[config.mk]
export PLATFORM = sky130hd
export DESIGN_NAME = conv_result_writer_flat
export DESIGN_NICKNAME = d
export VERILOG_FILES = /design/src/rtl/conv_pkg.sv /design/src/rtl/conv_result_writer_if.sv /design/src/rtl/result_fifo.sv /design/src/rtl/conv_result_writer.sv /design/src/flat_wrapper.sv
export SDC_FILE = /design/constraint.sdc
export NUM_CORES = 1
export LEC_CHECK = 0
export ABC_AREA = 1
export CORE_ASPECT_RATIO = 0.7
export CORE_MARGIN = 2
export CORE_UTILIZATION = 61
export CTS_CLUSTER_DIAMETER = 150
export DETAILED_ROUTE_END_ITERATION = 8
export PLACE_DENSITY = 0.81
export SLEW_MARGIN = 20
export SYNTH_ARGS = -nofsm -noshare
export SYNTH_HDL_FRONTEND = slang
export SYNTH_SLANG_ARGS = --single-unit
[constraint.sdc]
create_clock -name clk -period 4.09 [get_ports clk]
set_clock_uncertainty 0.2 [all_clocks]
set_input_delay 0.6135 -clock clk [delete_from_list [all_inputs] [get_ports clk]]
set_output_delay 0.6135 -clock clk [all_outputs]
set_load 0.02 [all_outputs]
[src/rtl/conv_pkg.sv]
// Shared definitions for the convolution result writer: default sizes,
// writer FSM state encoding and the row/col -> linear address mapping.
// Optional build macro used by the writer: CONV_RESULT_WRITER_RELU_SAT_EN.
package conv_pkg;

  localparam int N_DEF          = 16;
  localparam int IMG_W_DEF      = 32;
  localparam int ADDR_W_DEF     = 10;
  localparam int FIFO_DEPTH_DEF = 8;
  localparam int TAG_W          = 5;

  typedef enum logic [1:0] {
    IDLE  = 2'd0,
    RUN   = 2'd1,
    DRAIN = 2'd2,
    DONE  = 2'd3
  } wr_state_t;

  // Row-major linear address; the caller truncates to its address width.
  function automatic int calc_addr(input logic [TAG_W-1:0] row,
                                   input logic [TAG_W-1:0] col,
                                   input int img_w);
    return int'({27'd0, row}) * img_w + int'({27'd0, col});
  endfunction

endpackage

[src/rtl/conv_result_writer_if.sv]
// Bundles the result stream from the adder pipeline, the SRAM write port
// and the frame status outputs. slave = writer view, master = source/SRAM view.
interface conv_result_writer_if #(
  parameter int N      = 16,
  parameter int ADDR_W = 10
);

  logic                      din_valid;
  logic [N-1:0]              din;
  logic [conv_pkg::TAG_W-1:0] row_in;
  logic [conv_pkg::TAG_W-1:0] col_in;
  logic                      done_in;

  logic                      mem_we;
  logic [ADDR_W-1:0]         mem_addr;
  logic [N-1:0]              mem_wdata;
  logic                      mem_ready;

  logic                      frame_done;
  logic                      overflow;
  logic [ADDR_W:0]           wr_count;

  modport slave (
    input  din_valid, din, row_in, col_in, done_in, mem_ready,
    output mem_we, mem_addr, mem_wdata, frame_done, overflow, wr_count
  );

  modport master (
    output din_valid, din, row_in, col_in, done_in, mem_ready,
    input  mem_we, mem_addr, mem_wdata, frame_done, overflow, wr_count
  );

endinterface

[src/rtl/result_fifo.sv]
// Synchronous FIFO with push/pop, full/empty and occupancy count.
// Exposes the head entry and the one behind it so the consumer can refill
// its output register on the same edge it retires the head.
module result_fifo #(
  parameter int W     = 8,
  parameter int DEPTH = 8
) (
  input  logic                       clk,
  input  logic                       rst,
  input  logic                       push,
  input  logic [W-1:0]               push_dat,
  input  logic                       pop,
  output logic [W-1:0]               head,
  output logic [W-1:0]               next,
  output logic                       empty,
  output logic                       full,
  output logic [$clog2(DEPTH):0]     count
);

  localparam int AW = $clog2(DEPTH);
  localparam int CW = AW + 1;

  logic [W-1:0]  mem [DEPTH];
  logic [AW-1:0] wr_ptr;
  logic [AW-1:0] rd_ptr;

  assign head  = mem[rd_ptr];
  assign next  = mem[rd_ptr + AW'(1)];
  assign empty = (count == '0);
  assign full  = (count == CW'(DEPTH));

  // Storage is not reset; only the pointers define what is valid.
  always_ff @(posedge clk) begin
    if (push) mem[wr_ptr] <= push_dat;
  end

  // Pointer and occupancy bookkeeping; pointers wrap naturally (power-of-two depth).
  always_ff @(posedge clk or posedge rst) begin
    if (rst) begin
      wr_ptr <= '0;
      rd_ptr <= '0;
      count  <= '0;
    end else begin
      if (push) wr_ptr <= wr_ptr + AW'(1);
      if (pop)  rd_ptr <= rd_ptr + AW'(1);
      case ({push, pop})
        2'b10:   count <= count + CW'(1);
        2'b01:   count <= count - CW'(1);
        default: count <= count;
      endcase
    end
  end

endmodule

[src/rtl/conv_result_writer.sv]
// Writes 3x3 convolution results to the output feature-map SRAM at row*IMG_W+col.
// Latency: 2 cycles push-to-mem_we on an empty FIFO; 1 write/cycle sustained.
// Backpressure: mem_ready stalls are absorbed by the FIFO; a push into a full FIFO
// without a same-cycle write is dropped and flagged on the sticky overflow output.
// Build option: define CONV_RESULT_WRITER_RELU_SAT_EN to clamp negative results to 0.
module conv_result_writer
  import conv_pkg::*;
#(
  parameter int N          = N_DEF,
  parameter int IMG_W      = IMG_W_DEF,
  parameter int ADDR_W     = ADDR_W_DEF,
  parameter int FIFO_DEPTH = FIFO_DEPTH_DEF
) (
  input  logic                 clk,
  input  logic                 rst,
  conv_result_writer_if.slave  bus
);

  localparam int EW = 1 + ADDR_W + N;
  localparam int CW = $clog2(FIFO_DEPTH) + 1;
  localparam logic [ADDR_W:0] WR_SAT = {1'b1, {ADDR_W{1'b0}}};

  logic [N-1:0]      push_data;
  logic [ADDR_W-1:0] push_addr;
  logic [EW-1:0]     push_entry;
  logic              push;
  logic              drop;
  logic              fire;
  logic              frame_start;

  logic [EW-1:0]     head;
  logic [EW-1:0]     next;
  logic              empty;
  logic              full;
  logic [CW-1:0]     count;

  logic              mem_we_q;
  logic [ADDR_W-1:0] mem_addr_q;
  logic [N-1:0]      mem_wdata_q;
  logic              out_done_q;
  logic              overflow_q;
  logic              frame_done_q;
  logic [ADDR_W:0]   wr_count_q;
  logic              tail_seen;
  wr_state_t         state;

`ifdef CONV_RESULT_WRITER_RELU_SAT_EN
  assign push_data = bus.din[N-1] ? '0 : bus.din;
`else
  assign push_data = bus.din;
`endif

  assign push_addr  = ADDR_W'(calc_addr(bus.row_in, bus.col_in, IMG_W));
  assign push_entry = {bus.done_in, push_addr, push_data};

  // The head is only retired when the SRAM takes it, so a full FIFO can
  // still accept a push in the same cycle a write fires.
  assign fire        = mem_we_q & bus.mem_ready;
  assign push        = bus.din_valid & (~full | fire);
  assign drop        = bus.din_valid & full & ~fire;
  assign frame_start = bus.din_valid & ((state == IDLE) | (state == DONE));

  result_fifo #(
    .W     (EW),
    .DEPTH (FIFO_DEPTH)
  ) u_fifo (
    .clk      (clk),
    .rst      (rst),
    .push     (push),
    .push_dat (push_entry),
    .pop      (fire),
    .head     (head),
    .next     (next),
    .empty    (empty),
    .full     (full),
    .count    (count)
  );

  // Output register mirrors the FIFO head: refill from the second entry on a
  // fired write, or from the head when the stage is idle; hold while stalled.
  always_ff @(posedge clk or posedge rst) begin
    if (rst) begin
      mem_we_q    <= 1'b0;
      mem_addr_q  <= '0;
      mem_wdata_q <= '0;
      out_done_q  <= 1'b0;
    end else if (fire) begin
      if (count >= CW'(2)) begin
        mem_we_q                              <= 1'b1;
        {out_done_q, mem_addr_q, mem_wdata_q} <= next;
      end else begin
        mem_we_q <= 1'b0;
      end
    end else if (!mem_we_q && !empty) begin
      mem_we_q                              <= 1'b1;
      {out_done_q, mem_addr_q, mem_wdata_q} <= head;
    end
  end

  // Sticky drop indicator, cleared only by reset.
  always_ff @(posedge clk or posedge rst) begin
    if (rst)       overflow_q <= 1'b0;
    else if (drop) overflow_q <= 1'b1;
  end

  // Frame FSM with registered frame_done pulse and per-frame write counter.
  // tail_seen records that the frame's last result was written or dropped.
  always_ff @(posedge clk or posedge rst) begin
    if (rst) begin
      state        <= IDLE;
      frame_done_q <= 1'b0;
      wr_count_q   <= '0;
      tail_seen    <= 1'b0;
    end else begin
      frame_done_q <= 1'b0;

      if (frame_start) begin
        wr_count_q <= fire ? (ADDR_W+1)'(1) : '0;
        tail_seen  <= drop & bus.done_in;
      end else begin
        if (fire && (wr_count_q != WR_SAT)) wr_count_q <= wr_count_q + (ADDR_W+1)'(1);
        if ((fire && out_done_q) || (drop && bus.done_in)) tail_seen <= 1'b1;
      end

      case (state)
        IDLE: begin
          if (bus.din_valid) state <= bus.done_in ? DRAIN : RUN;
        end
        RUN: begin
          if (bus.din_valid && bus.done_in) state <= DRAIN;
        end
        DRAIN: begin
          if (empty && !mem_we_q && tail_seen) begin
            state        <= DONE;
            frame_done_q <= 1'b1;
          end
        end
        DONE: begin
          if (bus.din_valid) state <= bus.done_in ? DRAIN : RUN;
          else               state <= IDLE;
        end
        default: state <= IDLE;
      endcase
    end
  end

  assign bus.mem_we     = mem_we_q;
  assign bus.mem_addr   = mem_addr_q;
  assign bus.mem_wdata  = mem_wdata_q;
  assign bus.frame_done = frame_done_q;
  assign bus.overflow   = overflow_q;
  assign bus.wr_count   = wr_count_q;

endmodule

[src/flat_wrapper.sv]
// flat-port wrapper written by rule: the top's interface ports become plain ports
module conv_result_writer_flat import conv_pkg::*;
#(
  parameter int N          = N_DEF,
  parameter int IMG_W      = IMG_W_DEF,
  parameter int ADDR_W     = ADDR_W_DEF,
  parameter int FIFO_DEPTH = FIFO_DEPTH_DEF
)
  (clk, rst, bus_din_valid, bus_din, bus_row_in, bus_col_in, bus_done_in, bus_mem_ready, bus_mem_we, bus_mem_addr, bus_mem_wdata, bus_frame_done, bus_overflow, bus_wr_count);
  conv_result_writer_if #(.N(N), .ADDR_W(ADDR_W)) bus_i ();
  input  logic clk;
  input  logic rst;
  input wire logic [$bits(bus_i.din_valid)-1:0] bus_din_valid;
  input wire logic [$bits(bus_i.din)-1:0] bus_din;
  input wire logic [$bits(bus_i.row_in)-1:0] bus_row_in;
  input wire logic [$bits(bus_i.col_in)-1:0] bus_col_in;
  input wire logic [$bits(bus_i.done_in)-1:0] bus_done_in;
  input wire logic [$bits(bus_i.mem_ready)-1:0] bus_mem_ready;
  output wire logic [$bits(bus_i.mem_we)-1:0] bus_mem_we;
  output wire logic [$bits(bus_i.mem_addr)-1:0] bus_mem_addr;
  output wire logic [$bits(bus_i.mem_wdata)-1:0] bus_mem_wdata;
  output wire logic [$bits(bus_i.frame_done)-1:0] bus_frame_done;
  output wire logic [$bits(bus_i.overflow)-1:0] bus_overflow;
  output wire logic [$bits(bus_i.wr_count)-1:0] bus_wr_count;
  assign bus_i.din_valid = bus_din_valid;
  assign bus_i.din = bus_din;
  assign bus_i.row_in = bus_row_in;
  assign bus_i.col_in = bus_col_in;
  assign bus_i.done_in = bus_done_in;
  assign bus_i.mem_ready = bus_mem_ready;
  assign bus_mem_we = bus_i.mem_we;
  assign bus_mem_addr = bus_i.mem_addr;
  assign bus_mem_wdata = bus_i.mem_wdata;
  assign bus_frame_done = bus_i.frame_done;
  assign bus_overflow = bus_i.overflow;
  assign bus_wr_count = bus_i.wr_count;
  conv_result_writer #(.N(N), .IMG_W(IMG_W), .ADDR_W(ADDR_W), .FIFO_DEPTH(FIFO_DEPTH)) u_core (.clk(clk), .rst(rst), .bus(bus_i));
endmodule
; ---- Yosys cells after proc, flatten, opt, wreduce, memory -nomap -nowiden
; Memories as Yosys holds them, arrays and structs flattened.
; Cells that the tools add are included.
[classes]
add_sub_neg = 6
n_mul = 0
n_div = 0
n_lt_le_gt_ge = 1
n_eq_ne = 11
shift = 0
muxes = 28
n_bitwise = 10
reduce_logical = 18
[ops]
columns = cell, count
row1 = 16-bit 2-to-1 mux, 3
row2 = 10-bit 2-to-1 mux, 3
row3 = 11-bit 2-to-1 mux, 2
row4 = 1-bit 2-to-1 mux, 13
row5 = 11-bit by 1-bit adder with 11-bit output (second input constant), 1
row6 = 11-bit inequality test (second input constant), 1
row7 = 10-bit by 5-bit adder with 10-bit output, 1
row8 = 2-bit 2-to-1 mux, 5
row9 = 2-bit one-hot mux with 4 select lines, 1
row10 = 4-bit one-hot mux with 2 select lines, 1
row11 = 2-bit nonzero test, 4
row12 = 1-bit logical AND, 7
row13 = 3-bit by 1-bit adder with 3-bit output (second input constant), 2
row14 = 1-bit bitwise AND, 6
row15 = 2-bit == test (second input constant), 3
row16 = 4-bit by 1-bit adder with 4-bit output (second input constant), 1
row17 = 2-bit by 1-bit == test with 1-bit output (second input constant), 2
row18 = 4-bit == test (second input constant), 1
row19 = 4-bit by 2-bit >= comparator with 1-bit output (second input constant), 1
row20 = 4-bit zero test, 1
row21 = 2-bit by 1-bit inequality test with 1-bit output (second input constant), 2
row22 = 2-bit inequality test (second input constant), 2
row23 = 4-bit by 1-bit subtractor with 4-bit output (second input constant), 1
row24 = 3-bit AND reduction, 1
row25 = 6 further kinds, 9
[totals]
ff_bits = 54
latch_bits = 0
ram_bits = 216
romBits = 0
output_inout_bits = 40
word_cells = 87
n_memories = 1
[memory_table]
columns = name, depth, width, read_ports, rd_ports_with_merged_regs, wr, line_no
row1 = u_core.u_fifo.mem, 8, 27, 2, 0, 1, result_fifo.sv:23  ; logic [W-1:0] mem [DEPTH];

; ---- Longest topological paths before layout
; Gate-level depths: netlist of run 1.
[depth]
word_depth = 7
mapped_depth = 11
mapped_depth_nobuf = 9

; ---- Cells and area by module
; A second synthesis of run 1 with hierarchy kept.
[unflattened]
cells_unflattened = 1477
hier_area_um2 = 13571.8
[modules_own_cells]
columns = mod, instances, cells_each, area_per_inst_um2
row1 = result_fifo, 1, 1108, 11013.1
row2 = conv_result_writer, 1, 369, 2558.7

; ---- Least setup slack after synthesis of run 1
; Ideal clock, no wire load.
[synth_timing]
path_type = input-to-reg
from = in bus_mem_ready
to = mem u_core.u_fifo.mem[0][0] (netlist name), enable pin
setup_time_ps = 411
arrival_ps = 2484
slack_ps = 995
path_stages = 7
n_path_buf = 0
path_cell_list = nand2_1 > inv_2 > nor2_1 > nor2_2 > inv_2 > or2_1 > nor2_1
[synth_between]
elab_chain_cells = 5
[synth_lines]
columns = item, line_no
row1 = "start, declared", flat_wrapper.sv:18  ; input wire logic [$bits(bus_i.mem_ready)-1:0] bus_mem_ready;
row2 = 1-bit bitwise AND, conv_result_writer.sv:58  ; assign fire = mem_we_q & bus.mem_ready;
row3 = 1-bit OR, conv_result_writer.sv:59  ; assign push = bus.din_valid & (~full | fire);
row4 = 1-bit bitwise AND, conv_result_writer.sv:59
row5 = 1-bit 2-to-1 mux, result_fifo.sv:34  ; if (push) mem[wr_ptr] <= push_dat;
row6 = 1-bit 2-to-1 mux (not written as such), result_fifo.sv:34
row7 = "end, declared", result_fifo.sv:23
; No other way between the ends.

; ---- Final worst setup path of run 1
[layout_timing]
from = in bus_mem_ready
to = mem u_core.u_fifo.mem[2][16] (netlist name), enable pin
; The elaborated chain is that of the path after synthesis.

==> out/results.ini, run 1 <==
[cells_and_area]
syn2layout_area_growth_pct = 12.9
fill_cells = 1674
post-route-util_pct = 70.1
layout.nets = 1797
layout_common_cells = 611 x nand2_1, 254 x nand3_1, 236 x inv_1
diodes = 0
final_common_cell = nand2_1
final_layout_size_suffix_gt1_share_pct = 5.35

[sta]
rsz0062_at_grt = no
whs_ps = 147
fin_crit_ps = 2670
tns_ps = 0
finalHoldViolations = 0
timing.final.crit_share_pct = 65.2
slew_headroom_pct = 32.1
worstMarginPinSlew_ps = 1020
setup_viol = 0
fmax_ghz = 0.375
final_max_slew_viol_count = 0
layout_setup_ws_ps = 1420

[synthesis]
synth_fa_ha_area_share_pct = 0.889
synthesis.nets = 1762
ys_types = 33
yosys.area.top_type = edfxtp_1
synth_top_family_by_area = simple AND/OR/NAND/NOR gates
avgSynthCellArea_um2 = 8.18
syn_area_mm2 = 0.0141
synth-simple-area-share_pct = 30.2
synth-xor-area-share_pct = 0.498
synth_compound_gate_area_share_pct = 2.96
synthMuxAreaShare_pct = 0
yosysWarnings = 0
ys_seq_elements = 270
synth.area.top_cells = edfxtp_1 46%, nand2_1 16%, dfrtp_1 9.6%, nand3_1 9.0%, inv_1 6.3%
synth_sequential_area_ratio_pct = 55.7
syn_inst = 1721
synth_top_area_share_pct = 46.1

[floorplanning]
die_h_um = 131
ioPinCount = 71
dieArea_mm2 = 0.0243
initial_core_util_pct = 62.1
core_mm2 = 0.0227
fp-row-count = 46
die_x_um = 186

[detailed_routing]
viasPerCell = 5.52
wl_per_cell_um = 16.7
drtIter0Drc = 1517
ant_nets = 0
vias = 11500
drc_errors = 0
dr.pass1.iters = 6
wl_um = 34900

[worst_hold_path]
hold_class = primary input to async pin

[setup_path]
cp_max_fo = 15
arrival_ps = 2710
reg2reg_depth = 9
end_kind = flip-flop
crit_type = primary input to flip-flop
timing.rr.end = u_core.bus.mem_wdata[5]
startpoint_type = primary input
r2r-start = u_core.u_fifo.rd_ptr[0]
worst-r2r-setup-slack_ps = 1460
required_ps = 4130

[cts]
cts_num_sinks = 270
path_clk_slew_ps = 60
cts_resized = 0
cts_htree_levels = 1
cts_hold_buffers = 0
insertion_delay_ps = 540
cts_tree = built
cts_buffers = 26
clockBufferDepth = 3
cts-root-buf = clkbuf_16
cts_setup_buffers = 0

[global_routing]
grt-ovfl-total = 0
grt_pass1_vias = 11000
grt_util_met2_pct = 46.5
met1_usage_pct = 40.5
gr-usage-all-layers_pct = 28.7
grt_pass1_wl_um = 55200
use_met3_pct = 4.16
antenna_found_initial = 0
grt_max_degree = 218
top_usage_layer = met2

[power]
vdd_drop_max_mv = 0.762
leakagePower_uw = 0.00717
power_density_mw_per_mm2 = 745

[placed_design]
post-dp-hpwl_um = 20200
portBuffers = 70
place.gp.congestion = 0.834
post-place-ws_ps = 889

[run]
drv_cap = 0

[outcome]
status = finished, final reports clean

[metal layers]
layer / up-vias / wire, um
met3: 77 / 3260
met1: 5325 / 14200
met2: 602 / 16600
met4: 0 / 802
met5: - / 0
li1: 5527 / -
[cells in the mapped netlist (all sizes together)]
cell type	number
nand2	614
nand3	254
inv	245
edfxtp	216
nor2	143
buf	78
o21ai	66
dfrtp	54
ha	10
nand4	10
clkbuf	8
xor2	7
a21oi	3
a21o	2
nor3	2
o211ai	2
or2	2
a211oi	1
a22o	1
o21bai	1
o22ai	1
xnor2	1
[state kept, by name (all words and copies together) (netlist names)]
| register | flops |
|---|---|
| u_core.u_fifo.mem | 216 |
| u_core.u_fifo.wr_ptr | 3 |
| u_core.bus.wr_count | 11 |
| u_core.u_fifo.rd_ptr | 3 |
| u_core.bus.overflow | 1 |
| u_core.state | 2 |
| u_core.bus.mem_wdata | 16 |
| u_core.u_fifo.count | 4 |
| u_core.tail_seen | 1 |
| u_core.bus.mem_addr | 10 |
| u_core.out_done_q | 1 |
| u_core.bus.frame_done | 1 |
| u_core.bus.mem_we | 1 |
[metrics by stage]
step                power [uW]  area, um2  instances
finish                   11800      15900       2088
global route             12600      15900       2088
CTS                      11800      15900       2088
detailed placement        9370      15100       2040
global placement          9190      15100       2040
floorplan                 7800      14100       1721
[critical path, stage by stage]
cell and delay (ps):
clkdlybuf4s50_1 450, nand2_1 80, inv_2 160, nor2_1 80, nor2_2 210, inv_2 60
or2_1 360, nor2_4 450, buf_12 230
[worst max-delay path by stage]
stage | startpoint | end
floorplan | bus_mem_ready | u_core.u_fifo.mem[0][0]
global placement | bus_mem_ready | u_core.u_fifo.mem[2][16]
detailed placement | bus_mem_ready | u_core.u_fifo.mem[2][18]
CTS | bus_mem_ready | u_core.u_fifo.mem[2][18]
global route | bus_mem_ready | u_core.u_fifo.mem[2][18]
finish | bus_mem_ready | u_core.u_fifo.mem[2][16]
[logic make-up (layout without fill, tap and decap cells)]
family,after synthesis,in the layout
buffers and inverters,331,386
DFF,270,270
adders and majority gates,10,10
AOI/OAI and AO/OA,77,77
and+or+nand+nor,1025,1025
xor gates and xnor gates,8,8
[final cells by class]
type	instances	area, um2	share of cell area (%)
Sequential cell	270	7840	49.3
Clock inverter	15	121	0.764
Clock buffer	33	718	4.52
Timing Repair Buffer	93	973	6.13
Inverter	245	925	5.82
Multi-Input combinational cell	1120	4920	31.0
Tap cell	312	390	2.46
[where the power goes]
| group | switching [uW] | leakage (uW) | total, uW | internal, uW |
|---|---|---|---|---|
| Clock | 1040 | 0.000417 | 2400 | 1360 |
| Combinational | 3800 | 0.00415 | 5620 | 1820 |
| Sequential | 291 | 0.00260 | 3820 | 3530 |
| Total | 5130 | 0.00717 | 11800 | 6710 |
(Power assumes the default switching activity.)
==> run 2, diff against run 1 <==
clock period = 2.6 ns   (was 4.09 ns; I/O delays follow)
==> run 2 against run 1 <==
Combinational power increased by 65%. Clock power grew 70%. Global-route usage rose by 0.71 points. Critical path depth decreased by 1. Hold slack worse by 140 ps. Routed wire length is 2.3% higher. Flip-flop and latch count unchanged. Final area grew 2.5%. Register-to-register slack worse by 1200 ps. Final cell count up 1.0%. Die area is the same. Largest cell class unchanged. Largest power group unchanged.
==> out/results.ini, run 2 (synthesis results as in run 1) <==
[outcome]
status = finished, final reports clean

[cts]
cts_htree_levels = 1
cts-root-buf = clkbuf_16
cts_resized = 0
cts_hold_buffers = 0
clockBufferDepth = 3
cts_tree = built
path_clk_slew_ps = 60
cts_num_sinks = 270
cts_buffers = 27
insertion_delay_ps = 530
cts_setup_buffers = 0

[sta]
rsz0062_at_grt = no
fmax_ghz = 0.436
whs_ps = 8.23
final_max_slew_viol_count = 0
slew_headroom_pct = 58.4
worstMarginPinSlew_ps = 624
timing.final.crit_share_pct = 88.2
finalHoldViolations = 0
setup_viol = 0
fin_crit_ps = 2290

[global_routing]
gr-usage-all-layers_pct = 29.5
antenna_found_initial = 0
grt_pass1_vias = 11100
grt_pass1_wl_um = 56900
grt-ovfl-total = 0
grt_max_degree = 106

[floorplanning]
ioPinCount = 71
initial_core_util_pct = 62.1
die_h_um = 131
dieArea_mm2 = 0.0243
fp-row-count = 46
die_x_um = 186
core_mm2 = 0.0227

[detailed_routing]
wl_um = 35700
vias = 11800
wl_per_cell_um = 16.9
dr.pass1.iters = 6
ant_nets = 0
drc_errors = 0
drtIter0Drc = 1641
viasPerCell = 5.59

[cells_and_area]
syn2layout_area_growth_pct = 15.7
post-route-util_pct = 71.8
diodes = 0
final_layout_size_suffix_gt1_share_pct = 6.51
layout.nets = 1818
largest_reg_flops = 216
fin_area_mm2 = 0.0163
final_common_cell = nand2_1
layout_common_cells = 611 x nand2_1, 254 x nand3_1, 236 x inv_1
fill_cells = 1664
regMostFlops = u_core.u_fifo.mem

[placed_design]
dpl_cell_area_mm2 = 0.0154
post-dp-hpwl_um = 21500
portBuffers = 70
place.gp.congestion = 0.825

[setup_path]
cp_max_fo = 27
arrival_ps = 2360
end_kind = flip-flop
r2r-start = u_core.u_fifo.count[0]
timing.rr.end = u_core.u_fifo.mem[3][16]
required_ps = 2670
reg2reg_depth = 8
startpoint_type = flip-flop
worst-r2r-setup-slack_ps = 310
crit_type = flip-flop to flip-flop

[power]
power_density_mw_per_mm2 = 1190
vdd_drop_max_mv = 0.780
leakagePower_uw = 0.00735

[run]
drv_cap = 0

[worst_hold_path]
hold_class = primary input to async pin

[run 2: how the worst max path moves through the flow]
stage,startpoint,to,slack [ps],depth (start not counted)
after global routing,u_core.u_fifo.count[0],u_core.u_fifo.mem[5][10],170,8
after floorplan,u_core.bus.mem_we,u_core.u_fifo.mem[0][0],-400,7
final,u_core.u_fifo.count[0],u_core.u_fifo.mem[3][16],310,8
after detailed placement,bus_mem_ready,u_core.u_fifo.mem[2][7],40,9
after global placement,bus_mem_ready,u_core.u_fifo.mem[6][7],80,9
after CTS,u_core.bus.wr_count[5],bus_wr_count[5],320,1
[run 2: layer usage]
| metal | part of all wire [%] | wire length [um] | track usage [%] |
|---|---|---|---|
| met5 | 0 | 0 | 0 |
| met4 | 2.4 | 852 | 8.57 |
| met1 | 41 | 14700 | 43.0 |
| met2 | 47 | 16700 | 46.3 |
| met3 | 9.4 | 3370 | 4.16 |
[run 2: worst max-delay path, cell delays in order (launching register included)]
cell and delay, ps:
dfrtp_1 420, nor2_1 280, nand3_1 210, nor2_1 160
nor2_2 80, buf_4 140, nand2_1 280, nor2_4 60
buf_12 190
[run 2: cell type report]
| class | count | area, um2 | area share (%) |
|---|---|---|---|
| clock inverter | 13 | 204 | 1.25 |
| clock buffer | 36 | 719 | 4.42 |
| multi-input combinational | 1120 | 4920 | 30.2 |
| tap | 312 | 390 | 2.40 |
| sequential | 270 | 7840 | 48.1 |
| timing repair buffer | 113 | 1290 | 7.90 |
| inverter | 245 | 925 | 5.68 |
[run 2: power breakdown]
part	internal [uW]	switching, uW
clock network	2450	1640
logic	3200	6090
registers	5550	472
[run 2: per-stage QoR]
step	TNS, ps	cells	setup WS, ps	total power, uW
floorplan	-43110	1721	-399	12300
global placement	0	2060	77.2	14800
detailed placement	0	2060	39.9	15200
CTS	0	2109	315	19300
global route	0	2109	171	20600
finish	0	2109	306	19400
==> variant: new RTL, settings of run 1 <==
The 4 states of `wr_state_t` get a one-hot encoding in 4 bits.
--- a/src/rtl/conv_pkg.sv
+++ b/src/rtl/conv_pkg.sv
@@ -9,11 +9,11 @@
   localparam int FIFO_DEPTH_DEF = 8;
   localparam int TAG_W          = 5;
 
-  typedef enum logic [1:0] {
-    IDLE  = 2'd0,
-    RUN   = 2'd1,
-    DRAIN = 2'd2,
-    DONE  = 2'd3
+  typedef enum logic [3:0] {
+    IDLE  = 4'b0001,
+    RUN   = 4'b0010,
+    DRAIN = 4'b0100,
+    DONE  = 4'b1000
   } wr_state_t;
 
   // Row-major linear address; the caller truncates to its address width.
Behaviour: same outputs for any inputs over 4 cycles, from zero or initial values and one cycle with rst high; so few cycles prove little.
==> variant against run 1 <==
  * Combinational power decreased by 3%
  * Synthesized area decreased by 0.28%
  * Total power about the same
  * Sequential cell count increased by 2
  * Design area decreased by 0.18%
  * Routed wire length increased by 1.9%
  * Setup slack got worse by 370 ps
  * Count of clock-buffer cells in the layout increased by 2
  * Register-to-register slack got worse by 410 ps
  * Critical path type is now reg2reg
==> variant: results <==
export IMPL_leakage_nw=7.16
export IMPL_wl_um=35500
export IMPL_p_seq_mw=3.97
export IMPL_syn_num_nets=1744
export IMPL_first_iter_violations=1567
export IMPL_gp_congestion=0.897
export IMPL_comb_power_share_pct=46.2
export IMPL_p_int_mw=6.67
export IMPL_status="completed"
export IMPL_synth_seq_area_share_pct=56.2
export IMPL_finalNetCount=1784
export IMPL_cp_arrival_ps=3300
export IMPL_num_fill_cells=1675
export IMPL_post_cts_buffers=0
export IMPL_power_total_mw=11.8
export IMPL_yosysUniqueCellTypes=37
export IMPL_cp_startpoint="u_core.u_fifo.rd_ptr[0]"
export IMPL_drive_gt1_share_pct=5.65
export IMPL_grt_total_usage_pct=29.6
export IMPL_r2r_slack_ps=1050
export IMPL_grt_max_degree=141
export IMPL_worst_pin_slew_ps=1140
export IMPL_final_cells=2081
export IMPL_synth_commonest_cells="nand2_1, nand3_1, inv_1"
export IMPL_ir_worst_vdd_uv=574
export IMPL_synth_area_per_cell_um2=8.22
export IMPL_numCtsBuffers=27
export IMPL_ys_warn_count=0
export IMPL_async_flop_share_pct=20.6
export IMPL_reg2reg_depth=7
export IMPL_dpl_cell_count=2031
export IMPL_path_max_fanout=79
-- variant: cell type report --
| class | instances | share of cell area [%] |
|---|---|---|
| clock buffers | 35 | 4.64 |
| clock inverters | 15 | 0.718 |
| inverters | 248 | 5.93 |
| multi-input cells | 1102 | 30.6 |
| flip-flops and latches | 272 | 49.8 |
| well taps | 312 | 2.46 |
| repair buffers | 97 | 5.93 |
-- variant: through the flow --
step	cell area (um2)	hold slack [ps]	setup WS, ps
after floorplan	14000	281	998
after global placement	15000	266	880
after detailed placement	15000	281	847
after CTS	15900	295	1090
after global routing	15900	316	865
final	15900	303	1050
-- variant: layer usage --
metal  global-route usage [%]  vias to the layer above  share of wire, %  wire length, um
li1                         -                     5551                 -                -
met3                     4.68                       66                11             3900
met5                        0                        -                 0                0
met2                     46.2                      686                46            16200
met4                     8.82                        0               1.8              654
met1                     43.4                     5399                42            14800
-- variant: cell families (layout without fill, tap and decap cells) --
kind of cell,Yosys count,in the layout,synth area share (%)
compound gates,112,112,4.22
xor+xnor,7,7,0.437
fa+ha+maj,5,5,0.446
buf+inv,334,395,9.72
flops,272,272,56.2
simple gates,978,978,29.0
-- variant: critical path: stages, from the launching register on --
cell,delay [ps]
dfrtp_4,950
ha_2,350
nand2_2,80
a21oi_4,890
nand2_1,140
nand3_1,130
nor2_1,50
nor2_1,110
-- variant: worst min path at each step --
stage	start	to	slack (ps)	cells after the start
after floorplan	u_core.out_done_q	u_core.out_done_q	280	2
after global placement	u_core.bus.overflow	u_core.bus.overflow	270	1
after detailed placement	u_core.bus.overflow	u_core.bus.overflow	280	1
after CTS	u_core.bus.overflow	u_core.bus.overflow	300	1
after global routing	u_core.bus.overflow	u_core.bus.overflow	320	1
final	u_core.bus.overflow	u_core.bus.overflow	300	1
